`config.mk`:
```
export PLATFORM = sky130hd
export DESIGN_NAME = fifo_stream_reader_flat
export DESIGN_NICKNAME = d
export VERILOG_FILES = /design/src/rtl/fifo_stream_reader_if.sv /design/src/rtl/fifo_stream_reader.sv /design/src/flat_wrapper.sv
export SDC_FILE = /design/constraint.sdc
export NUM_CORES = 1
export LEC_CHECK = 0
export ABC_AREA = 1
export ABC_CLOCK_PERIOD_IN_PS = 1760
export CAP_MARGIN = 15
export CORE_ASPECT_RATIO = 1.25
export CORE_MARGIN = 2
export CORE_UTILIZATION = 30
export DETAILED_ROUTE_END_ITERATION = 16
export HOLD_SLACK_MARGIN = 0.05
export SYNTH_ARGS = -nofsm -noshare
export SYNTH_HDL_FRONTEND = slang
export SYNTH_SLANG_ARGS = --single-unit
```
`constraint.sdc`:
```
create_clock -name clk -period 1.76 [get_ports clk]
set_input_delay 0.176 -clock clk [delete_from_list [all_inputs] [get_ports clk]]
set_output_delay 0.176 -clock clk [all_outputs]
set_load 0.03 [all_outputs]
```
`src/rtl/fifo_stream_reader_if.sv`:
```
`timescale 1ns/1ps
`default_nettype none
// ============================================================================
// Module   : fifo_stream_reader_if
// Purpose  : Bundles the FIFO read port and the downstream byte stream used
//            by fifo_stream_reader.
// Revision : 1.0 - initial release
// ----------------------------------------------------------------------------
// Signals:
//   fifo_empty  FIFO empty flag                       (FIFO   -> reader)
//   fifo_data   FIFO registered read data, 8 bits     (FIFO   -> reader)
//   fifo_rd_en  FIFO read enable                      (reader -> FIFO)
//   m_data      downstream byte, 8 bits               (reader -> consumer)
//   m_valid     m_data is valid                       (reader -> consumer)
//   m_ready     consumer accepts the byte             (consumer -> reader)
//   m_last      last byte of a frame                  (reader -> consumer)
// Modports:
//   master  the reader side (drives rd_en and the stream)
//   slave   the FIFO/consumer side
// ============================================================================
interface fifo_stream_reader_if;
  logic       fifo_empty;
  logic [7:0] fifo_data;
  logic       fifo_rd_en;
  logic [7:0] m_data;
  logic       m_valid;
  logic       m_ready;
  logic       m_last;

  modport master (
    input  fifo_empty, fifo_data, m_ready,
    output fifo_rd_en, m_data, m_valid, m_last
  );

  modport slave (
    output fifo_empty, fifo_data, m_ready,
    input  fifo_rd_en, m_data, m_valid, m_last
  );
endinterface
`default_nettype wire

```
`src/rtl/fifo_stream_reader.sv`:
```
`timescale 1ns/1ps
`default_nettype none
// ============================================================================
// Module   : fifo_stream_reader
// Purpose  : Read-side controller for an 8-bit synchronous FIFO with a
//            one-cycle registered read latency. Pops bytes whenever there is
//            room for them, holds them in a small buffer and presents them as
//            a valid/ready byte stream with frame-end marking.
// Revision : 1.0 - initial release
// ----------------------------------------------------------------------------
// Parameters:
//   FRAME_LEN   bytes per frame (1..65535); m_last flags the final byte
//   BUF_DEPTH   holding buffer entries; must stay 3
// Ports:
//   clk         clock, rising edge
//   reset       synchronous, active-low reset
//   enable      allows new FIFO reads to be issued
//   bus         master side of fifo_stream_reader_if (FIFO read port and
//               downstream stream)
//   byte_count  bytes handed off since reset, wraps at 16 bits
//   busy        buffer non-empty or a read in flight
// ============================================================================
module fifo_stream_reader #(
  parameter int unsigned FRAME_LEN = 4,
  parameter int unsigned BUF_DEPTH = 3
) (
  input  logic                  clk,
  input  logic                  reset,
  input  logic                  enable,
  fifo_stream_reader_if.master  bus,
  output logic [15:0]           byte_count,
  output logic                  busy
);

  localparam int unsigned PTR_W    = $clog2(BUF_DEPTH);
  localparam int unsigned OCC_W    = $clog2(BUF_DEPTH + 1);
  localparam logic [15:0] LAST_IDX = 16'(FRAME_LEN - 1);
  localparam logic [OCC_W:0]   DEPTH_LVL = (OCC_W + 1)'(BUF_DEPTH);
  localparam logic [PTR_W-1:0] PTR_LAST  = PTR_W'(BUF_DEPTH - 1);

  // Holding buffer and its bookkeeping
  logic [7:0]       mem_q [BUF_DEPTH];
  logic [7:0]       mem_d [BUF_DEPTH];
  logic [PTR_W-1:0] rd_ptr_q, rd_ptr_d;
  logic [PTR_W-1:0] wr_ptr_q, wr_ptr_d;
  logic [OCC_W-1:0] occ_q, occ_d;
  logic             inflight_q, inflight_d;
  logic [15:0]      frame_idx_q, frame_idx_d;
  logic [15:0]      byte_count_q, byte_count_d;

  logic             rd_en;
  logic             pop;
  logic [OCC_W:0]   level;

  function automatic logic [PTR_W-1:0] ptr_inc(input logic [PTR_W-1:0] p);
    return (p == PTR_LAST) ? '0 : p + 1'b1;
  endfunction

  // Slots already committed: bytes held plus the byte arriving next cycle.
  // Reads are only issued while a slot is still uncommitted, so a byte in
  // flight always has somewhere to land even if the consumer stalls. Using
  // registered occupancy (not m_ready) keeps rd_en off the downstream path.
  assign level = {1'b0, occ_q} + {{OCC_W{1'b0}}, inflight_q};

  always_comb begin
    rd_en        = reset && enable && !bus.fifo_empty && (level < DEPTH_LVL);
    pop          = (occ_q != '0) && bus.m_ready;

    mem_d        = mem_q;
    rd_ptr_d     = rd_ptr_q;
    wr_ptr_d     = wr_ptr_q;
    occ_d        = occ_q;
    frame_idx_d  = frame_idx_q;
    byte_count_d = byte_count_q;
    inflight_d   = rd_en;

    // FIFO data is valid the cycle after an accepted read
    if (inflight_q) begin
      mem_d[wr_ptr_q] = bus.fifo_data;
      wr_ptr_d        = ptr_inc(wr_ptr_q);
    end

    if (pop) begin
      rd_ptr_d     = ptr_inc(rd_ptr_q);
      byte_count_d = byte_count_q + 16'd1;
      frame_idx_d  = (frame_idx_q == LAST_IDX) ? 16'd0 : frame_idx_q + 16'd1;
    end

    // Capture and pop in the same cycle leave occupancy unchanged
    case ({inflight_q, pop})
      2'b10:   occ_d = occ_q + 1'b1;
      2'b01:   occ_d = occ_q - 1'b1;
      default: occ_d = occ_q;
    endcase
  end

  always_ff @(posedge clk) begin
    if (!reset) begin
      for (int i = 0; i < int'(BUF_DEPTH); i++) begin
        mem_q[i] <= 8'h00;
      end
      rd_ptr_q     <= '0;
      wr_ptr_q     <= '0;
      occ_q        <= '0;
      inflight_q   <= 1'b0;
      frame_idx_q  <= 16'd0;
      byte_count_q <= 16'd0;
    end else begin
      mem_q        <= mem_d;
      rd_ptr_q     <= rd_ptr_d;
      wr_ptr_q     <= wr_ptr_d;
      occ_q        <= occ_d;
      inflight_q   <= inflight_d;
      frame_idx_q  <= frame_idx_d;
      byte_count_q <= byte_count_d;
    end
  end

  assign bus.fifo_rd_en = rd_en;
  assign bus.m_data     = mem_q[rd_ptr_q];
  assign bus.m_valid    = (occ_q != '0);
  assign bus.m_last     = (occ_q != '0) && (frame_idx_q == LAST_IDX);
  assign byte_count     = byte_count_q;
  assign busy           = (occ_q != '0) || inflight_q;

endmodule
`default_nettype wire

```
`src/flat_wrapper.sv`:
```
// flat-port wrapper written by rule: the top's interface ports become plain ports
module fifo_stream_reader_flat 
#(
  parameter int unsigned FRAME_LEN = 4,
  parameter int unsigned BUF_DEPTH = 3
)
  (clk, reset, enable, byte_count, busy, bus_fifo_empty, bus_fifo_data, bus_m_ready, bus_fifo_rd_en, bus_m_data, bus_m_valid, bus_m_last);
  fifo_stream_reader_if bus_i ();
  input  logic clk;
  input  logic reset;
  input  logic enable;
  output logic [15:0] byte_count;
  output logic busy;
  input wire logic [$bits(bus_i.fifo_empty)-1:0] bus_fifo_empty;
  input wire logic [$bits(bus_i.fifo_data)-1:0] bus_fifo_data;
  input wire logic [$bits(bus_i.m_ready)-1:0] bus_m_ready;
  output wire logic [$bits(bus_i.fifo_rd_en)-1:0] bus_fifo_rd_en;
  output wire logic [$bits(bus_i.m_data)-1:0] bus_m_data;
  output wire logic [$bits(bus_i.m_valid)-1:0] bus_m_valid;
  output wire logic [$bits(bus_i.m_last)-1:0] bus_m_last;
  assign bus_i.fifo_empty = bus_fifo_empty;
  assign bus_i.fifo_data = bus_fifo_data;
  assign bus_i.m_ready = bus_m_ready;
  assign bus_fifo_rd_en = bus_i.fifo_rd_en;
  assign bus_m_data = bus_i.m_data;
  assign bus_m_valid = bus_i.m_valid;
  assign bus_m_last = bus_i.m_last;
  fifo_stream_reader #(.FRAME_LEN(FRAME_LEN), .BUF_DEPTH(BUF_DEPTH)) u_core (.clk(clk), .reset(reset), .enable(enable), .bus(bus_i), .byte_count(byte_count), .busy(busy));
endmodule
```
Word level (Yosys, flattened, before mapping)
Cells that the tools add are included.
W data, S select, Z words.
{"block": "totals", "ff_bits": 63, "latchBits": 0, "ramBits": 0, "mem_bits_ro": 0, "wordCells": 47, "memories": 0}
{"block": "op_classes", "n_addsub": 7, "multipliers": 0, "n_div": 0, "order_cmp": 4, "n_eq_ne": 5, "shifts": 0, "n_mux": 10, "bitwise_logic": 2, "n_reduce_logical": 10}
{"operator": "$add A16 B1 Y16 const B", "count": 2}
{"operator": "$bwmux W24", "count": 1}
{"operator": "$mux W8", "count": 3}
{"operator": "$bmux W8 S2", "count": 1}
{"operator": "$demux W8 S2", "count": 1}
{"operator": "$eq A16 B2 Y1 const B", "count": 1}
{"operator": "$mux W16", "count": 1}
{"operator": "$add A2 B1 Y2 const B", "count": 3}
{"operator": "$eq A2 B2 Y1 const B", "count": 3}
{"operator": "$ge A3 B3 Y1 const B", "count": 2}
{"operator": "$logic_and A1 B1 Y1", "count": 6}
{"operator": "$not A2 Y3", "count": 2}
{"operator": "$mux W2", "count": 2}
{"operator": "$pmux W2 S2", "count": 1}
{"operator": "$reduce_bool A2 Y1", "count": 2}
{"operator": "$add A2 B1 Y3", "count": 1}
{"operator": "$lt A3 B1 Y1 const B", "count": 1}
{"operator": "$lt A3 B2 Y1 const B", "count": 1}
{"operator": "$eq A2 B1 Y1 const B", "count": 1}
{"operator": "$sub A2 B1 Y2 const B", "count": 1}
{"operator": "$logic_not A1 Y1", "count": 1}
{"operator": "$logic_or A1 B1 Y1", "count": 1}

Depth between registers and ports, before layout
{"block": "logic_depth", "ltp_word": 6, "depth_mapped": 9, "ltp_nobuf": 9}

Worst setup path before layout
Ideal clock, no wire load.
{"block": "synth_timing", "path_kind": "reg2out", "startpoint": "register u_core.occ_q[0]", "endpoint": "output port bus_fifo_rd_en", "arrival_time_ns": 2.398, "required_ns": 1.584, "path_slack_ns": -0.814, "stages_incl_launch_ff": 4, "path_buffers": 0, "path_cell_list": "dfxtp_1 ha_1 ha_1 a2111oi_0"}
{"block": "synth_via", "elab_chain_len": 3}
{"item": "start, declared", "line": "fifo_stream_reader.sv:46", "text": "logic [OCC_W-1:0] occ_q, occ_d;"}
{"item": "start signal, assigned", "line": "fifo_stream_reader.sv:104", "text": "occ_q <= '0;"}
{"item": "start signal, assigned", "line": "fifo_stream_reader.sv:112", "text": "occ_q <= occ_d;"}
{"item": "$add A2 B1 Y3", "line": "fifo_stream_reader.sv:63", "text": "assign level = {1'b0, occ_q} + {{OCC_W{1'b0}}, inflight_q};"}
{"item": "$lt A3 B2 Y1", "line": "fifo_stream_reader.sv:66", "text": "rd_en = reset && enable && !bus.fifo_empty && (level < DEPTH_LVL);"}
{"item": "$logic_and A1 B1 Y1", "line": "fifo_stream_reader.sv:66"}
{"item": "end, declared", "line": "flat_wrapper.sv:17", "text": "output wire logic [$bits(bus_i.fifo_rd_en)-1:0] bus_fifo_rd_en;"}
Every way passes these cells.

Worst setup path in the final report
Ends and elaborated chain as after synthesis.

==> key figures <==
Status
  • Status: finished, final reports clean

Global routing
  • Initial antenna violation count: 0
  • Global-route wire length before repair: 12200 µm
  • Largest net degree at the start of global routing: 19
  • Grt total ovfl: 0
  • Total GRT Usage: 0.142
  • Vias in the first global route: 2679

Route
  • DR iter-0 viols: between 100 and 150
  • Vias per std cell: 4.68
  • TritonRoute pass-1 iters: 4
  • DRT Wirelength: 7350 µm
  • DRT antenna net count: 0
  • Post-DR wirelength/cell: 12.0 µm
  • DRC viols: 0
  • Vias: 2871

Synth
  • Netlist cell types: 30
  • Syn. warnings: 0
  • Dominant cells by area after synthesis: dfxtp_1 (42%), nor2_1 (11%), nand2_1 (8.7%)
  • Leading area contributor after synthesis: dfxtp_1
  • Most numerous cell in the Yosys netlist: nor2_1
  • Register area share after synthesis: 0.419
  • Mapped Area: 3010 µm²
  • Top-area cell type share of the netlist area: 0.419
  • FFs w/ async S/R, synth: 0
  • Primary FF master, synth: dfxtp_1
  • Post-Syn Area per Cell: approximately 7.0 µm²
  • Synth cell count leaders: nor2_1 (90), nand2_1 (70), dfxtp_1 (63)
  • Post-synthesis register bit count: 63
  • Number of synthesized flops with an enable pin: 0
  • Post-Synthesis Cells: 427
  • Syn_nets: 445

Finish
  • # diodes: 0
  • Filler cell count: 1001
  • Design Area, Final: 3980 µm²
  • Area grow syn2layout: 32.5%
  • Footprint of the multi-input gates: roughly 1600 µm²
  • Share of layout cells above drive strength 1: 0.127
  • NumNets Final: 500
  • Layout Cells excl Fill: 613
  • Layout Utilization: 0.410
  • Reg area: 1270 µm²

Clock network
  • CTS Buf Count: 9
  • Clock Latency Late Sink: 0.32 ns
  • H-tree levels: 3
  • Clock root cell: clkbuf_16
  • Clock Path Buffers: 2
  • CTS tree: built
  • Reg clk slew, reported paths: 0.05 ns
  • CTS Sinks: 63
  • Hold_buf cts: 0

Power and ir drop
  • Lkg Pwr: 1.56 nW
  • Final Total Pwr: between 3 and 4 mW
  • VDD IR max: 385 µV
  • Power Dens Cells: 967 nW/µm²

Setup path
  • Critical path startpoint category: flop
  • Worst Setup SP: u_core.occ_q[0]$_SDFFE_PN0P_
  • Max FO, Critical Path: 3
  • Req. time, crit path: ~1.6 ns
  • R2R Path Start: u_core.occ_q[0]$_SDFFE_PN0P_
  • Crit path kind: reg -> out
  • Worst Path Arrival: between 1.5 and 2 ns
  • CP endpoint kind: output port

STA
  • Slew of the pin with the lowest slew margin: 0.521 ns
  • Max Slew Vio Count: 0
  • Fin Hold WS: 0.442 ns
  • Setup ws final: 0.0508 ns
  • Rel. slew slack: 0.652
  • RSZ-0062 raised after global routing: no
  • Fmax achieved: 585 MHz
  • Final worst path period share: 0.971
  • Setup tns final: 0 ns
  • Final Hold Vio Count: 0
  • Clk_skew: 0.00602 ns
  • Final min period: approximately 1.7 ns
  • Setup violations, final: 0

Floorplan
  • Die ar.: between 10000 and 15000 µm²
  • Initial Utilization: 0.310
  • Cell row count: 40
  • Core area: 9710 µm²
  • Top-Level Pins: 41
  • Die Span X: 93.5 µm
  • Die height: 116 µm

Min path
  • HP Class: reg -> reg
  • Min-delay src: u_core.mem_q[13]$_SDFFE_PN0P_

Job
  • Max cap viols: 0

Place
  • Detailed placer's ending HPWL: 5320 µm
  • Post-place setup slack: 0.0407 ns
  • I/O Buffers: 40
  • Placer Congestion: 0.824
  • DP Area: 3600 µm²
  • Placed Cells: a little under 600
==> worst max-delay path, cell delays in order, from the launching register on <==
cell and delay, ns:
dfxtp_4 0.35, ha_4 0.16, ha_4 0.22, a2111oi_4 0.27, buf_4 0.21
==> path summary, 6_finish.rpt <==
kind / slack, ns / endpoint / cells after the start
setup reg to reg: 0.17 / u_core.occ_q[1]$_SDFFE_PN0P_ / 8
hold reg to reg: 0.44 / u_core.mem_q[13]$_SDFFE_PN0P_ / 2
setup / recovery: 0.05 / bus_fifo_rd_en / 4
hold / removal: 0.44 / u_core.mem_q[13]$_SDFFE_PN0P_ / 2
==> flip-flops by register name (all words and copies together) (netlist names) <==
signal	flops
u_core.byte_count	16
u_core.frame_idx_q	16
u_core.inflight_q	1
u_core.mem_q	24
u_core.occ_q	2
u_core.rd_ptr_q	2
u_core.wr_ptr_q	2
==> metal layers <==
layer	up-vias	track usage	part of all wire
li1	1504	-	-
met1	1301	0.174	0.46
met2	55	0.234	0.47
met3	11	0.0416	0.048
met4	0	0.0580	0.019
met5	-	0	0
==> report_power, final <==
group	total, mW	switching [mW]	internal, mW	leakage (nW)
combinational	0.436	0.257	0.180	0.893
clock	1.91	0.597	1.31	0.160
sequential	1.50	0.0375	1.47	0.511
total	3.85	0.891	2.96	1.56
==> placed cells by master (no fill, tap or decap), types with 7 or more instances in the layout <==
cell	instances
buf_4	24
o21ai_0	38
inv_1	44
nand3_1	30
nor2_1	90
a21oi_1	31
nand2_1	70
dfxtp_1	60
clkdlybuf4s50_1	28
a22oi_1	7
clkbuf_16	9
==> cells by family after synthesis <==
family | synth area share
AND/OR/NAND/NOR | 0.328
AO/OA/AOI/OAI | 0.145
flip-flops | 0.419
buffers and inverters | 0.0749
adder cells (fa/ha/maj) | 0.0208
XOR/XNOR | 0.00874
multiplexers | 0.00333
==> area by class of cell <==
| cell class | instances | share of cell area |
|---|---|---|
| flip-flops and latches | 63 | 0.319 |
| clock buffers | 13 | 0.0653 |
| repair buffers | 55 | 0.125 |
| inverters | 45 | 0.0424 |
| multi-input cells | 308 | 0.393 |
| well taps | 126 | 0.0396 |
| clock inverters | 3 | 0.0163 |
==> repair_timing <==
item / in CTS / in global routing
resized for setup: 8 / 2
setup buffers: 0 / 3
cloned: 0 / 0
endpoints found under the setup margin: 3 / 7
pin swaps: 1 / 0
(Power assumes the default switching activity.)
